$ cat config.mk
export PLATFORM = sky130hd
export DESIGN_NAME = branch_cond_unit
export DESIGN_NICKNAME = d
export VERILOG_FILES = /design/src/rtl/branch_cond_unit.sv
export SDC_FILE = /design/constraint.sdc
export NUM_CORES = 1
export LEC_CHECK = 0
export ABC_CLOCK_PERIOD_IN_PS = 4530
export CAP_MARGIN = 40
export CORE_UTILIZATION = 61
export CTS_CLUSTER_SIZE = 10
export DETAILED_ROUTE_END_ITERATION = 7
export DONT_BUFFER_PORTS = 1
export PLACE_DENSITY = 0.87
export SETUP_SLACK_MARGIN = 0.4
export SLEW_MARGIN = 0
export SYNTH_ARGS = -nofsm -noshare
export SYNTH_HDL_FRONTEND = slang
export SYNTH_SLANG_ARGS = --single-unit
$ cat constraint.sdc
create_clock -name clk -period 4.53 [get_ports clk]
set_clock_uncertainty 0.05 [all_clocks]
set_input_delay 0.2265 -clock clk [delete_from_list [all_inputs] [get_ports clk]]
set_output_delay 0.2265 -clock clk [all_outputs]
set_load 0.02 [all_outputs]
$ cat src/rtl/branch_cond_unit.sv
// branch_cond_unit: registered MIPS branch-condition evaluator with saturating taken/not-taken counters
module branch_cond_unit #(
  parameter int WIDTH = 32,
  parameter int CNT_WIDTH = 16
) (
  input  logic                 clk,
  input  logic                 rst,
  input  logic                 start,
  input  logic [2:0]           mode,
  input  logic [WIDTH-1:0]     rs_data,
  input  logic [WIDTH-1:0]     rt_data,
  input  logic                 clr_cnt,
  output logic                 busy,
  output logic                 done,
  output logic                 taken,
  output logic                 pc_branch_we,
  output logic                 illegal,
  output logic [CNT_WIDTH-1:0] taken_cnt,
  output logic [CNT_WIDTH-1:0] nt_cnt
);
  typedef enum logic [1:0] {IDLE, EVAL, RESP} state_t;
  state_t state, state_nxt;
  logic [2:0] mode_q;
  logic [WIDTH-1:0] a_q, b_q;
  logic cond, ill_q, neg, zero;
  // state register
  always_ff @(posedge clk or posedge rst)
    if (rst) state <= IDLE;
    else state <= state_nxt;
  // next state: starts arriving outside IDLE are simply dropped
  always_comb begin
    state_nxt = IDLE;
    state_nxt = state == IDLE ? (start ? EVAL : IDLE) : state == EVAL ? RESP : IDLE;
  end
  // operand capture; later input changes cannot disturb the in-flight evaluation
  always_ff @(posedge clk or posedge rst)
    if (rst) begin
      mode_q <= '0;
      a_q <= '0;
      b_q <= '0;
    end else if (state == IDLE && start) begin
      mode_q <= mode;
      a_q <= rs_data;
      b_q <= rt_data;
    end
  // condition from captured operands; sign taken from the MSB only
  always_comb begin
    neg = a_q[WIDTH-1];
    zero = a_q == '0;
    cond = mode_q == 3'd0 ? a_q == b_q :
           mode_q == 3'd1 ? a_q != b_q :
           mode_q == 3'd2 ? !neg && !zero :
           mode_q == 3'd3 ? neg || zero :
           mode_q == 3'd4 ? neg :
           mode_q == 3'd5 ? !neg :
           mode_q == 3'd6 ? !zero : 1'b0;
  end
  // result registered on leaving EVAL so it is valid throughout RESP and held afterwards
  always_ff @(posedge clk or posedge rst)
    if (rst) begin
      taken <= 1'b0;
      ill_q <= 1'b0;
    end else if (state == EVAL) begin
      taken <= cond;
      ill_q <= &mode_q;
    end
  // saturating statistics; a clear beats a same-cycle increment
  always_ff @(posedge clk or posedge rst)
    if (rst) begin
      taken_cnt <= '0;
      nt_cnt <= '0;
    end else if (clr_cnt) begin
      taken_cnt <= '0;
      nt_cnt <= '0;
    end else if (state == RESP) begin
      if (taken && !(&taken_cnt)) taken_cnt <= taken_cnt + CNT_WIDTH'(1);
      if (!taken && !(&nt_cnt)) nt_cnt <= nt_cnt + CNT_WIDTH'(1);
    end
  assign busy = state != IDLE;
  assign done = state == RESP;
  assign pc_branch_we = done & taken;
  assign illegal = done & ill_q;
endmodule

==> results.yml <==
run_status:
  outcome: "finished clean"
clock_network:
  htreeDepth: 3
  cts_buffer_depth: 2
  tritoncts: "yes"
  cts_setup_buffers: 0
  cts_buffers: 9
  clock-sinks: 103
  cts.clk_slew.worst_paths_ns: 0.10
  insertion_delay_ns: 0.37
  root_buffer: "clkbuf_8"
sta:
  drv_slew: 0
  setup_viol: 0
  rsz0062_at_grt: "no"
  worst_pin_slew_ns: 0.861
  max_freq_mhz: 419
  finalCritPeriodShare_pct: 52.7
  max-slew-margin-rel_pct: 42.6
  fin_crit_ns: 2.39
  finalSetupTns_ns: 0
  hold_viol: 0
yosys:
  synth_edf_count: 0
  syn-cell-area_um2: 4870
  syn-num-nets: 474
  synth_ff_type: "dfrtp_1"
  yosysSeqAreaShare_pct: 52.9
  syn_avg_cell_area_um2: 12.1
  synth-warning-count: 0
  synthDistinctLibCells: 44
  ys_ff_latch: 103
  async_flop_share_pct: 100
  netlist_instances: 401
worst_setup_path:
  worst-path-max-fanout: 14
  cpPeakStageDelay_ns: 0.57
  crit_buf_inv: 0
  path_cells: "ha_1 > nand4_1 > nor4_4 > nor3_1 > nand4_1 > mux2_1"
  cp_slowest_cell: "nor4_4"
  crit_top_cell: "nand4_1"
  worstSetupEndpoint: "taken_cnt[15]"
  r2r-start: "taken_cnt[0]"
  crit_path_start_kind: "register"
  crit_family: "simple AND/OR/NAND/NOR gates"
  crit_arrival_ns: 2.58
  worst-path-stages: 6
  reg2reg_slack_ns: 2.14
  reg2regPathDepth: 6
  crit_type: "reg -> reg"
  end_kind: "register"
  crit_required_ns: 4.73
  startpoint: "taken_cnt[0]"
  r2r-end: "taken_cnt[15]"
floorplanning:
  die_width_um: 91.4
  initial_utilization_pct: 63.0
  dieHeight_um: 91.4
  core_area_um2: 7730
  ios: 108
  rows: 32
  dieArea_um2: 8340
placement:
  place.gp.congestion: 0.810
  place_inst: 493
  io_buffer_count: 0
  hpwl_um: 6980
grt:
  grt_pass1_vias: 3802
  grt_max_degree: 72
  grt_antenna_before_repair: 0
  grt_pass1_wl_um: 18300
  grt.total_usage_pct: 28.2
  grt_overflow: 0
final_layout:
  post-route-util_pct: 76.4
  stdcell_count: 580
  n_fill_cell: 480
  num_antenna_cells: 0
  num-nets-final: 546
  final_layout_size_suffix_gt1_share_pct: 20.9
  syn_to_final_growth_pct: 21.3
  multi_input_area_um2: 2210
  seq_area_um2: 2580
route:
  finalWirelength_um: 10900
  vias: 3484
  antenna_left: 0
  drc: 0
  wl_met2_um: 5870
  drt_iter0_drc: 142
  wl_met3_um: 605
  routed_via_density: 6.01
  wl_met1_um: 4210
  routedWlPerCell_um: 18.9
  drt_pre_antenna_iters: 5
  dr.max_layer_used: "met4"
pwr:
  p_switching_w: 0.000724
  seq_power_share_pct: 52.8
  switching_share_pct: 30.2
  power.density_nw_per_um2: 406
  clkPwrFrac_pct: 25.0
  power_w: 0.00240
  power.leakage_nw: 2.36
  vdd_ir_drop_max_uv: 294
  p_int_w: 0.00167
  pwr-share-comb_pct: 22.2
min_path:
  hold_path.class: "in -> reg"
job:
  drv_cap: 0
[timing repair]
item / in CTS / in global routing
endpoints found under the hold margin: 168 / 0
endpoints found under the setup margin: 0 / 0
gates resized for setup: 0 / 0
hold buffers: 70 / 0
[cells by family after synthesis]
| kind of cell | Yosys count | share of synthesized area, % |
|---|---|---|
| AOI/OAI and AO/OA | 23 | 2.96 |
| xor gates and xnor gates | 58 | 10.4 |
| adders and majority gates | 2 | 0.514 |
| buffers and inverters | 19 | 1.85 |
| DFF | 103 | 52.9 |
| muxes | 68 | 15.7 |
| and+or+nand+nor | 128 | 15.6 |
[worst min-delay path by stage]
stage | depth (start not counted) | startpoint | to | slack (ns)
3_3_place_gp | 1 | clr_cnt | nt_cnt[12] | 0.24
5_1_grt | 2 | clr_cnt | taken_cnt[14] | 0.09
2_1_floorplan | 2 | mode[1] | mode_q[1] | 0.29
3_5_place_dp | 1 | clr_cnt | nt_cnt[12] | 0.24
4_1_cts | 2 | clr_cnt | taken_cnt[15] | 0.06
6_report | 2 | clr_cnt | taken_cnt[15] | 0.07
[synthesized netlist by cell type, drive strengths merged, types with 3 or more instances]
| master | number | area, µm² |
|---|---|---|
| mux2 | 67 | 754 |
| buf | 9 | 52.6 |
| and4 | 5 | 43.8 |
| dfrtp | 103 | 2580 |
| nor3b | 3 | 33.8 |
| inv | 6 | 22.5 |
| nor2 | 35 | 134 |
| o211ai | 4 | 30.0 |
| nand2b | 3 | 18.8 |
| clkbuf | 4 | 15.0 |
| nor4b | 3 | 32.5 |
| and3 | 5 | 36.3 |
| xor2 | 9 | 78.8 |
| o21ai | 7 | 35.0 |
| a21oi | 6 | 30.0 |
| nand2 | 10 | 40.0 |
| xnor2 | 49 | 429 |
| nor4 | 21 | 146 |
| nor3 | 4 | 20.0 |
| nand3 | 10 | 50.1 |
| nand4 | 19 | 138 |
[flip-flops by register name, indices dropped and copies added (netlist names)]
name / count
b_q: 32
a_q: 32
state: 2
taken: 1
ill_q: 1
taken_cnt: 16
nt_cnt: 16
mode_q: 3
[layout make-up]
cell class,count,share of cell area (%)
multi-input combinational,279,37.4
inverter,6,0.424
clock buffer,10,2.33
timing repair buffer,74,12.9
sequential,103,43.6
clock inverter,6,1.14
tap,102,2.16
[metal layers]
| metal | track usage (%) | up-vias |
|---|---|---|
| met1 | 31.8 | 1748 |
| met4 | 11.6 | 0 |
| met2 | 51.6 | 131 |
| li1 | - | 1583 |
| met3 | 6.03 | 22 |
| met5 | 0 | - |
[layout by cell type, fill, tap and decap left out, types with 3 or more instances in the layout]
cell	instances
inv_1	5
nand4_2	3
nand4_1	16
clkbuf_8	10
nand3_1	10
o21ai_0	5
nor2_1	34
nand2_1	9
nor3_1	4
xor2_1	9
mux2_2	66
nand2b_1	3
nor4_1	20
xnor2_1	49
dlygate4sd3_1	70
and3_1	4
and4_1	5
o211ai_1	4
a21oi_1	6
dfrtp_1	103
[power groups by stage]
stage / registers (W) / logic, W / clock network, W
2_1_floorplan: 0.00123 / 0.000392 / 0
3_3_place_gp: 0.00126 / 0.000437 / 0
3_5_place_dp: 0.00127 / 0.000458 / 0
4_1_cts: 0.00126 / 0.000514 / 0.000607
5_1_grt: 0.00129 / 0.000572 / 0.000639
6_report: 0.00127 / 0.000531 / 0.000599
[metrics by stage]
step | setup WS [ns] | hold slack, ns | instance area [µm²]
after detailed placement | 2.20 | 0.244 | 4970
after CTS | 2.18 | 0.0649 | 5880
final | 2.14 | 0.0748 | 5910
after global routing | 1.99 | 0.0937 | 5910
after global placement | 1.90 | 0.244 | 4950
after floorplan | 1.55 | 0.293 | 4870
(Power assumes the default switching activity.)
